--- src/rtl/reg_dump_sequencer_pkg.sv ---
// Shared constants for the register-bank dump sequencer (state codes, word/byte sizing).
// DUMP_CYCLES includes the extra checksum byte when REG_DUMP_CHECKSUM_EN is defined.
package reg_dump_sequencer_pkg;

  localparam int DEF_NB_DATA    = 32;
  localparam int DEF_NB_ADDR    = 5;
  localparam int DEF_BANK_DEPTH = 32;
  localparam int DEF_NB_BYTE    = 8;

  localparam logic [2:0] ST_IDLE = 3'd0;
  localparam logic [2:0] ST_REQ  = 3'd1;
  localparam logic [2:0] ST_WAIT = 3'd2;
  localparam logic [2:0] ST_SEND = 3'd3;
  localparam logic [2:0] ST_CHK  = 3'd4;
  localparam logic [2:0] ST_DONE = 3'd5;

  // Counter width that stays legal even for a single-byte word.
  function automatic int cnt_width(input int n);
    return (n > 1) ? $clog2(n) : 1;
  endfunction

  localparam int BYTES_PER_WORD = DEF_NB_DATA / DEF_NB_BYTE;
  localparam int BYTE_CNT_W     = cnt_width(BYTES_PER_WORD);

`ifdef REG_DUMP_CHECKSUM_EN
  localparam int DUMP_CYCLES = DEF_BANK_DEPTH * (2 + BYTES_PER_WORD) + 2;
`else
  localparam int DUMP_CYCLES = DEF_BANK_DEPTH * (2 + BYTES_PER_WORD) + 1;
`endif

endpackage

--- src/rtl/reg_dump_serializer.sv ---
// Word-to-byte serializer: loads one register word and shifts it out MSB byte first
// under a valid/ready handshake; flags the acceptance of the word's last byte.
module reg_dump_serializer
  import reg_dump_sequencer_pkg::*;
#(
  parameter int NB_DATA = DEF_NB_DATA,
  parameter int NB_BYTE = DEF_NB_BYTE
) (
  input  logic               clock,
  input  logic               reset,
  input  logic               load,
  input  logic [NB_DATA-1:0] data,
  input  logic               send,
  input  logic               tx_ready,
  output logic [NB_BYTE-1:0] tx_byte,
  output logic               accept,
  output logic               word_done
);

  localparam int BPW   = NB_DATA / NB_BYTE;
  localparam int CNT_W = cnt_width(BPW);

  logic [NB_DATA-1:0] shift;
  logic [CNT_W-1:0]   byte_cnt;

  assign tx_byte   = shift[NB_DATA-1 -: NB_BYTE];
  assign accept    = send & tx_ready;
  assign word_done = accept && (byte_cnt == CNT_W'(BPW - 1));

  always_ff @(posedge clock or negedge reset) begin
    if (!reset) begin
      shift    <= '0;
      byte_cnt <= '0;
    end else if (load) begin
      shift    <= data;
      byte_cnt <= '0;
    end else if (accept) begin
      shift    <= shift << NB_BYTE;
      byte_cnt <= word_done ? '0 : byte_cnt + 1'b1;
    end
  end

endmodule

--- src/rtl/reg_dump_sequencer.sv ---
// Debug dump controller: walks the register bank read port and streams every word out bytewise.
// Define REG_DUMP_CHECKSUM_EN to append an XOR checksum byte after the last register.
//
//   state | meaning
//   IDLE  | bank owned by pipeline, waiting for i_start
//   REQ   | read strobe for register index
//   WAIT  | bank data returns, captured into serializer
//   SEND  | bytes of the current word on the tx stream
//   CHK   | checksum byte on the tx stream (optional)
//   DONE  | one-cycle completion pulse
module reg_dump_sequencer
  import reg_dump_sequencer_pkg::*;
#(
  parameter int NB_DATA    = DEF_NB_DATA,
  parameter int NB_ADDR    = DEF_NB_ADDR,
  parameter int BANK_DEPTH = DEF_BANK_DEPTH,
  parameter int NB_BYTE    = DEF_NB_BYTE
) (
  input  logic               i_clock,
  input  logic               i_reset,
  input  logic               i_start,
  output logic               o_bank_enable,
  output logic               o_read_enable,
  output logic [NB_ADDR-1:0] o_read_addr,
  input  logic [NB_DATA-1:0] i_reg_data,
  output logic [NB_BYTE-1:0] o_tx_data,
  output logic               o_tx_valid,
  input  logic               i_tx_ready,
  output logic               o_busy,
  output logic               o_done
);

  logic [2:0]         state;
  logic [NB_ADDR-1:0] index;
  logic               in_send;
  logic               last_reg;
  logic               accept;
  logic               word_done;
  logic [NB_BYTE-1:0] ser_byte;

  assign in_send  = (state == ST_SEND);
  assign last_reg = (index == NB_ADDR'(BANK_DEPTH - 1));

  reg_dump_serializer #(
    .NB_DATA (NB_DATA),
    .NB_BYTE (NB_BYTE)
  ) u_serializer (
    .clock     (i_clock),
    .reset     (i_reset),
    .load      (state == ST_WAIT),
    .data      (i_reg_data),
    .send      (in_send),
    .tx_ready  (i_tx_ready),
    .tx_byte   (ser_byte),
    .accept    (accept),
    .word_done (word_done)
  );

  always_ff @(posedge i_clock or negedge i_reset) begin
    if (!i_reset) begin
      state <= ST_IDLE;
      index <= '0;
    end else begin
      case (state)
        ST_IDLE: begin
          if (i_start) begin
            state <= ST_REQ;
            index <= '0;
          end
        end
        ST_REQ:  state <= ST_WAIT;
        ST_WAIT: state <= ST_SEND;
        ST_SEND: begin
          if (word_done) begin
            if (last_reg) begin
`ifdef REG_DUMP_CHECKSUM_EN
              state <= ST_CHK;
`else
              state <= ST_DONE;
`endif
            end else begin
              index <= index + 1'b1;
              state <= ST_REQ;
            end
          end
        end
`ifdef REG_DUMP_CHECKSUM_EN
        ST_CHK: begin
          if (i_tx_ready) state <= ST_DONE;
        end
`endif
        ST_DONE: begin
          state <= ST_IDLE;
          index <= '0;
        end
        default: state <= ST_IDLE;
      endcase
    end
  end

`ifdef REG_DUMP_CHECKSUM_EN
  logic [NB_BYTE-1:0] csum;

  always_ff @(posedge i_clock or negedge i_reset) begin
    if (!i_reset) begin
      csum <= '0;
    end else if (state == ST_IDLE && i_start) begin
      csum <= '0;
    end else if (accept) begin
      csum <= csum ^ ser_byte;
    end
  end

  assign o_tx_valid = in_send | (state == ST_CHK);
  assign o_tx_data  = (state == ST_CHK) ? csum : ser_byte;
`else
  assign o_tx_valid = in_send;
  assign o_tx_data  = ser_byte;
`endif

  // The pipeline loses the bank for the whole dump so no write-back can alter it.
  assign o_bank_enable = (state == ST_IDLE);
  assign o_read_enable = (state == ST_REQ);
  assign o_read_addr   = (state == ST_IDLE) ? '0 : index;
  assign o_busy        = (state != ST_IDLE);
  assign o_done        = (state == ST_DONE);

endmodule

--- config.mk ---
export PLATFORM = sky130hd
export DESIGN_NAME = reg_dump_sequencer
export DESIGN_NICKNAME = d
export VERILOG_FILES = /design/src/rtl/reg_dump_sequencer_pkg.sv /design/src/rtl/reg_dump_serializer.sv /design/src/rtl/reg_dump_sequencer.sv
export SDC_FILE = /design/constraint.sdc
export NUM_CORES = 1
export LEC_CHECK = 0
export ABC_AREA = 0
export CORE_MARGIN = 2
export CORE_UTILIZATION = 45
export DETAILED_ROUTE_END_ITERATION = 10
export PLACE_DENSITY = 0.77
export SLEW_MARGIN = 20
export SYNTH_ARGS = -nofsm -noshare
export SYNTH_HDL_FRONTEND = slang
export SYNTH_HIERARCHICAL = 1
export SYNTH_SLANG_ARGS = --single-unit
--- constraint.sdc ---
create_clock -name i_clock -period 2.3 [get_ports i_clock]
set_clock_uncertainty 0.1 [all_clocks]
set_input_delay 0.575 -clock i_clock [delete_from_list [all_inputs] [get_ports i_clock]]
set_output_delay 0.575 -clock i_clock [all_outputs]
set_load 0.02 [all_outputs]
==> results of run 1 <==
## cell families after synthesis
logic type / share of synthesized area, %
and+or+nand+nor: 27.22
AOI/OAI and AO/OA: 14.66
buffers and inverters: 9.488
DFF: 45.28
muxes: 1.725
adders and majority gates: 1.617
## worst paths after layout
kind / startpoint / endpoint / depth (start not counted)
max in group asynchronous: i_reset / state[0] / 2
min in group i_clock: index[3] / index[3] / 1
setup / recovery: state[2] / o_read_addr[0] / 4
hold / removal: i_reset / index[4] / 2
hold reg to reg: index[3] / index[3] / 1
setup reg to reg: state[2] / index[1] / 8
## synthesized netlist by cell type, drive strengths merged, types with 2 or more instances
library cell and n:
nor3 4, mux2i 4, nor2 6, clkbuf 7, o211ai 16, dfrtp 42
nand3 2, a31oi 2, ha 3, buf 21, nand4b 24, o21ai 8
o311ai 8, inv 14, nand2b 26, and3 3, a21bo 2, a21oi 4
nor2b 3, nand2 36
## what timing repair did
action / 4_1_cts / 5_1_grt
endpoints found under the setup margin: 10 / 5
buffers inserted: 0 / 0
pin swaps: 0 / 0
gates cloned: 0 / 0
gates resized for setup: 12 / 2
## layout make-up
type	count	area (µm²)
Timing Repair Buffer	61	605.6
Clock buffer	7	86.33
Multi-Input combinational cell	156	1062
Inverter	14	52.55
Clock inverter	1	5.005
Fill cell	452	2090
Sequential cell	42	1054
Tap cell	70	87.58
## state kept, by name, indices dropped and copies added (netlist names)
signal                 flops
index                      5
state                      3
u_serializer/byte_cnt      2
u_serializer/shift        32
## worst max-delay path, cell delays in order (launching register included)
cell and delay (ps):
dfrtp_2 450, nor3_1 200, buf_4 170, nor2b_1 50
dlygate4sd2_1 310
## per-layer routing
metal | share of wire (%) | track usage [%] | up-vias
met1 | 47 | 23.96 | 843
met5 | 0 | 0 | -
met3 | 4.4 | 3.968 | 8
met4 | 2.0 | 7.212 | 0
li1 | - | - | 913
met2 | 46 | 24.81 | 46
## power by group
group          internal (W)  switching (W)  total, W
logic              0.000657       0.000705   0.00136
clock network      0.000242       0.000244  0.000487
registers           0.00103       0.000187   0.00122
## per-stage QoR
step,instances,hold WS [ps],util (%)
floorplan,240,179.4,-
global placement,343,400.3,56.80
detailed placement,343,400.8,56.80
CTS,351,256.0,58.41
global route,351,294.2,58.56
finish,351,234.6,58.56
==> out/metrics.yaml, run 1 <==
ys_warn_count: 6
p_leak_nw: 1.195
syn_area_um2: 2321
min_period_ps: 2144
die_w_um: 75.82
drive_gt1_share_pct: 11.74
cts.sinks: 42
start_util_pct: 46.03
final-max-slew-violation-count: 0
grt_pass1_wl_um: 7327
post-route-period-util_pct: 93.23
synth_cell_type_count: 33
cts.htree.levels: 2
crit_required_ps: 1620
layout.cells.most_common: "clkdlybuf4s50_1"
synth_top_area_share_pct: 45.28
slew_headroom_pct: 65.15
setup_viol: 0
arrival_ps: 1470
r2r_slack_ps: 180
timing.final.hold_violations: 0
grt_max_degree: 91
gp_congestion: 0.8130
peakVddDrop_v: 0.0004301
tightest_slew_ps: 522.7
antenna_found_initial: 0
yosysSeqAreaShare_pct: 45.28
vias: 1810
die_h_um: 75.82
insertion_delay_ps: 290
first_pass_iters: 4
cts_root_buf: "clkbuf_8"
die_area_um2: 5748
cts_hold_buf: 0
synth_top_area_cell: "dfrtp_1"
path_clk_slew_ps: 80
synth_edf_count: 0
area_growth_pct: 27.22
place_ws_ps: 91.51
async_flop_share_pct: 100.0
synth_area_per_cell_um2: 9.671
grt_pass1_vias: 1625
cp_max_fo: 7
holdCritPathClass: "in2async"
core-area_um2: 5042
max_cap_viol_count: 0
diodes: 0
drtIter0Drc: 171
finalSetupTns_ps: 0
crit_path_end_kind: "output pin"
detail-route-antenna-nets: 0
cts.path.max_buffers: 2
top_level_ports: 54
numCtsBuffers: 5
routed_via_density: 5.157
wl_um: 4562
rsz0062_at_grt: "no"
drc_errors: 0
worst_slack_ps: 155.7
numPortBuffers: 53
final_nets: 319
fin_area_um2: 2953
power.density_nw_per_um2: 1040
final_cell_mix: "clkdlybuf4s50_1 (42), dfrtp_1 (40), nand2_1 (36)"
fmax_mhz: 466.4
synth_cells: 240
synth_seq_cells: 42
cts_tree: "yes"
grt.overflow.total: 0
wl_per_cell_um: 13.00
rows: 26
dpl_cell_area_um2: 2864
synth.area.top_cells: "dfrtp_1 (45%), nand4b_1 (9.1%), nand2b_1 (6.7%)"
outcome: "completed"
power.total_w: 0.003071
synth_ff_type: "dfrtp_1"
grt_usage_pct: 16.91
crit_type: "reg2out"
dpl.hpwl_um: 2984
synth_nets: 279
cp-start-kind: "flop"
Power figures use the tool's default switching activity.
==> inputs of run 2 (changes only) <==
- RECOVER_POWER: not set -> 50
==> run 2 against run 1 <==
Worst hold slack improved by 180 ps. Register-to-register slack barely moved. Non-clock buffer count did not move. Global-route usage did not move. Via count fell by 0.77%. Routed wire length rose by 0.75%. Power fell by 0.58%. Critical endpoint is now o_tx_valid.
==> out/metrics.yaml, run 2 (synthesis results as in run 1) <==
numCtsBuffers: 5  # unchanged
top_level_ports: 54  # unchanged
finalSetupTns_ps: 0  # unchanged
cts_root_buf: "clkbuf_8"  # unchanged
dpl.hpwl_um: 2984  # unchanged
crit_slowest_cell: "dfrtp_2"  # unchanged
seqCellArea_um2: 1054  # unchanged
final_cell_mix: "clkdlybuf4s50_1 (41), dfrtp_1 (40), nand2_1 (36)"  # was clkdlybuf4s50_1 (42), dfrtp_1 (40), nand2_1 (36)
die_h_um: 75.82  # unchanged
post-route-period-util_pct: 93.29  # was 93.23%
outcome: "completed"  # unchanged
grt_max_degree: 91  # unchanged
timing.final.hold_violations: 0  # unchanged
detail-route-antenna-nets: 0  # unchanged
layout.cells.most_common: "clkdlybuf4s50_1"  # unchanged
largest_reg_flops: 32  # unchanged
die_w_um: 75.82  # unchanged
place_ws_ps: 91.51  # unchanged
tightest_slew_ps: 1020  # was 522.7 ps
drc_errors: 0  # unchanged
slew_headroom_pct: 31.99  # was 65.15%
holdCritPathClass: "reg2reg"  # was in2async
antenna_found_initial: 0  # unchanged
cp_max_fo: 7  # unchanged
path_clk_slew_ps: 70  # was 80 ps
crit_type: "reg2out"  # unchanged
drtIter0Drc: 206  # was 171
vias: 1796  # was 1810
cts.path.max_buffers: 2  # unchanged
grt_usage_pct: 16.91  # unchanged
grt_pass1_wl_um: 7327  # unchanged
worstPathCellList: "nand2b_2 > nor2_4 > dlygate4sd2_1"  # was nor3_1 > buf_4 > nor2b_1 > dlygate4sd2_1
routed_via_density: 5.117  # was 5.157
diodes: 0  # unchanged
wl_um: 4596  # was 4562 µm
cts.htree.levels: 2  # unchanged
numPortBuffers: 53  # unchanged
crit_path_end_kind: "output pin"  # unchanged
first_pass_iters: 4  # unchanged
rsz0062_at_grt: "no"  # unchanged
worst_slack_ps: 154.3  # was 155.7 ps
fmax_mhz: 466.0  # was 466.4 MHz
p_leak_nw: 1.186  # was 1.195 nW
regMostFlops: "u_serializer/shift"  # unchanged
multiInputGateArea_um2: 1062  # unchanged
rows: 26  # unchanged
cp-start-kind: "flop"  # unchanged
die_area_um2: 5748  # unchanged
cpPeakStageDelay_ps: 450  # about the same
wl_per_cell_um: 13.09  # was 13.00 µm
peakVddDrop_v: 0.0004285  # was 0.0004301 V
crit_required_ps: 1620  # about the same
area_growth_pct: 26.20  # was 27.22%
min_period_ps: 2146  # was 2144 ps
setup_viol: 0  # unchanged
grt_pass1_vias: 1625  # unchanged
gp_congestion: 0.8130  # unchanged
cts_hold_buf: 0  # unchanged
reg_top3: "u_serializer/shift: 32 flops, index: 5 flops, state: 3 flops"  # unchanged
power.density_nw_per_um2: 1043  # was 1040 nW/µm²
fillerInstances: 458  # was 452
arrival_ps: 1470  # about the same
final_nets: 319  # unchanged
drive_gt1_share_pct: 11.39  # was 11.74%
grt.overflow.total: 0  # unchanged
core-area_um2: 5042  # unchanged
cts_tree: "yes"  # unchanged
cts.sinks: 42  # unchanged
insertion_delay_ps: 290  # about the same
final-max-slew-violation-count: 0  # unchanged
start_util_pct: 46.03  # unchanged
max_cap_viol_count: 0  # unchanged
==> run 2: final cells by class <==
cell class	instances	share of cell area [%]
multi-input combinational	156	36.27
sequential	42	35.97
timing repair buffer	61	19.86
tap	70	2.990
clock buffer	7	2.947
inverter	14	1.794
clock inverter	1	0.1709
==> run 2: metal layers <==
| metal | vias to the layer above | track usage [%] | share of wire (%) |
|---|---|---|---|
| li1 | 912 | - | - |
| met1 | 834 | 23.96 | 48 |
| met2 | 42 | 24.81 | 45 |
| met3 | 8 | 3.968 | 4.2 |
| met4 | 0 | 7.212 | 2.0 |
| met5 | - | 0 | 0 |
==> run 2: worst paths after layout <==
check                         start                endpoint  slack, ps  depth (start not counted)
hold / removal             index[3]                index[3]        410                          1
hold reg to reg            index[3]                index[3]        410                          1
max in group asynchronous   i_reset                state[0]        980                          2
min in group asynchronous   i_reset                index[4]        430                          2
setup reg to reg           state[2]  u_serializer/shift[13]        170                          6
setup / recovery           state[2]              o_tx_valid        150                          3
==> run 2: per-stage QoR <==
step | instances | util (%) | hold WS (ps) | area [µm²] | power [W]
final | 351 | 58.09 | 410.5 | 2929 | 0.003054
after global routing | 351 | 58.09 | 428.2 | 2929 | 0.003271
after CTS | 351 | 58.41 | 256.0 | 2945 | 0.003085
after detailed placement | 343 | 56.80 | 400.8 | 2864 | 0.002626
after global placement | 343 | 56.80 | 400.3 | 2864 | 0.002576
after floorplan | 240 | - | 179.4 | 2328 | 0.002235
==> run 2: repair_timing <==
item	CTS	global route
pin swaps	0	0
endpoints found under the setup margin	10	5
buffers inserted	0	0
gates resized for setup	12	2
==> run 2: worst max-delay path: cells and delay by family (launching register included) <==
family                 cells  cell delay (ps)
DFF                        1              450
buffers and inverters      1              350
and+or+nand+nor            2              370
==> run 2: power by group <==
group / internal (W) / switching, W
combinational: 0.000640 / 0.000704
sequential: 0.00104 / 0.000187
clock: 0.000242 / 0.000245
total: 0.00192 / 0.00114
==> inputs of run 3 (changes only) <==
- PLACE_DENSITY: 0.77 -> 0.76
==> run 3 against run 2 <==
Clock power is 13% higher. Routed wire length is 1.5% lower. Utilization is 0.45 points higher. Worst hold slack better by 6.9 ps. Critical path depth stayed put. Non-clock buffer count stayed put. Largest cell class unchanged.
==> out/metrics.yaml, run 3 (synthesis results as in run 1) <==
path_clk_slew_ps: 80  # was 70 ps
dpl.hpwl_um: 2817  # was 2984 µm
gp_congestion: 0.7756  # was 0.8130
vias: 1765  # was 1796
outcome: "completed"  # unchanged
rows: 26  # unchanged
crit_type: "reg2out"  # unchanged
first_pass_iters: 4  # unchanged
fmax_mhz: 464.2  # was 466.0 MHz
min_to: "state[0]"  # was index[3]
holdCritPathClass: "reg2reg"  # unchanged
cts_tree: "yes"  # unchanged
detail-route-antenna-nets: 0  # unchanged
grt_pass1_wl_um: 7417  # was 7327 µm
cp_top_family: "flip-flops"  # unchanged
finalSetupTns_ps: 0  # unchanged
p_leak_nw: 1.201  # was 1.186 nW
crit_slowest_cell: "dfrtp_2"  # unchanged
r2r_cells: 6  # unchanged
largest_reg_flops: 32  # unchanged
r2r_slack_ps: 250  # was 170 ps
cts_setup_buffers: 0  # unchanged
hp-start: "state[2]"  # was index[3]
reg_top3: "u_serializer/shift: 32 flops, index: 5 flops, state: 3 flops"  # unchanged
r2r_start: "index[0]"  # was state[2]
drtIter0Drc: 153  # was 206
numPortBuffers: 53  # unchanged
cts_root_buf: "clkbuf_8"  # unchanged
die_h_um: 75.82  # unchanged
worstPathCellList: "nand2b_1 > nor2_4 > dlygate4sd2_1"  # was nand2b_2 > nor2_4 > dlygate4sd2_1
final-max-slew-violation-count: 0  # unchanged
drc_errors: 0  # unchanged
final_cell_mix: "dfrtp_1 (41), clkdlybuf4s50_1 (39), nand2_1 (36)"  # was clkdlybuf4s50_1 (41), dfrtp_1 (40), nand2_1 (36)
numCtsBuffers: 5  # unchanged
tightest_slew_ps: 1034  # was 1020 ps
cts.htree.levels: 2  # unchanged
multiInputGateArea_um2: 1054  # was 1062 µm²
grt_max_degree: 91  # unchanged
final_util_pct: 58.54  # was 58.09%
drive_gt1_share_pct: 10.68  # was 11.39%
holdPathStages: 1  # unchanged
crit_required_ps: 1620  # about the same
timing.final.hold_violations: 0  # unchanged
antenna_found_initial: 0  # unchanged
start_util_pct: 46.03  # unchanged
setup_viol: 0  # unchanged
grt_pass1_vias: 1636  # was 1625
wl_per_cell_um: 12.90  # was 13.09 µm
grt.overflow.total: 0  # unchanged
min_period_ps: 2154  # was 2146 ps
top_level_ports: 54  # unchanged
cpPeakStageDelay_ps: 450  # about the same
worst_slack_ps: 145.8  # was 154.3 ps
cp_max_fo: 7  # unchanged
cts.sinks: 42  # unchanged
final_nets: 319  # unchanged
max_cap_viol_count: 0  # unchanged
slew_headroom_pct: 31.06  # was 31.99%
layout.cells.most_common: "dfrtp_1"  # was clkdlybuf4s50_1
arrival_ps: 1480  # was 1470 ps
place_ws_ps: 172.8  # was 91.51 ps
rsz0062_at_grt: "no"  # unchanged
crit_buf_inv: 1  # unchanged
area_growth_pct: 27.17  # was 26.20%
die_w_um: 75.82  # unchanged
fillerInstances: 447  # was 458
cp-start-kind: "flop"  # unchanged
power.density_nw_per_um2: 1056  # was 1043 nW/µm²
routed_via_density: 5.028  # was 5.117
cts.path.max_buffers: 2  # unchanged
insertion_delay_ps: 290  # about the same
grt_usage_pct: 16.86  # was 16.91%
diodes: 0  # unchanged
seqCellArea_um2: 1052  # was 1054 µm²
r2r-end: "index[1]"  # was u_serializer/shift[13]
wl_um: 4529  # was 4596 µm
regMostFlops: "u_serializer/shift"  # unchanged
core-area_um2: 5042  # unchanged
die_area_um2: 5748  # unchanged
crit_path_end_kind: "output pin"  # unchanged
post-route-period-util_pct: 93.66  # was 93.29%
peakVddDrop_v: 0.0004300  # was 0.0004285 V
run 3: area by class of cell:
cell class | instances | share of cell area, %
clock buffers | 8 | 3.730
inverters | 14 | 1.780
multi-input cells | 156 | 35.69
flip-flops and latches | 42 | 35.65
well taps | 70 | 2.967
repair buffers | 61 | 20.18
run 3: report_power, final:
part           internal (W)  switching [W]  total [W]  leakage (nW)
Clock              0.000303       0.000248   0.000551        0.0575
Sequential          0.00103       0.000187    0.00122         0.547
Combinational      0.000642       0.000702    0.00134         0.597
Total               0.00198        0.00114    0.00312          1.20
run 3: how the worst max path moves through the flow:
stage               slack [ps]  cells past startpoint                      to        from
finish                     150                      3              o_tx_valid    state[2]
global placement           180                      5  u_serializer/shift[13]  i_tx_ready
detailed placement         170                      5  u_serializer/shift[20]  i_tx_ready
CTS                        140                      4          o_read_addr[0]    state[2]
floorplan                  100                      2                  o_busy    state[0]
global route                30                      7                index[1]    state[2]
run 3: layer usage:
metal,up-vias,share of wire [%],global-route usage (%)
li1,914,-,-
met1,802,50,24.64
met2,41,44,24.23
met3,8,4.5,4.630
met4,0,0.99,5.458
met5,-,0,0
run 3: through the flow:
step	cell area, µm²	total power, W	instances	hold WS (ps)
global route	2952	0.003355	351	452.9
finish	2952	0.003117	351	417.4
CTS	2963	0.003151	351	255.8
floorplan	2328	0.002235	240	179.4
global placement	2864	0.002577	343	399.0
detailed placement	2864	0.002618	343	412.3
run 3: worst register-to-register path, cell delays in order, from the launching register on:
cell and delay [ps]:
dfrtp_1 430, ha_1 240, and3_1 190, ha_1 190, nor3_1 290, a311o_1 320, mux2i_1 230
run 3: what timing repair did:
item,in CTS,in global routing
endpoints found under the setup margin,10,0
gates resized for setup,11,0
hold endpoints to repair,0,0
hold buffers,0,0
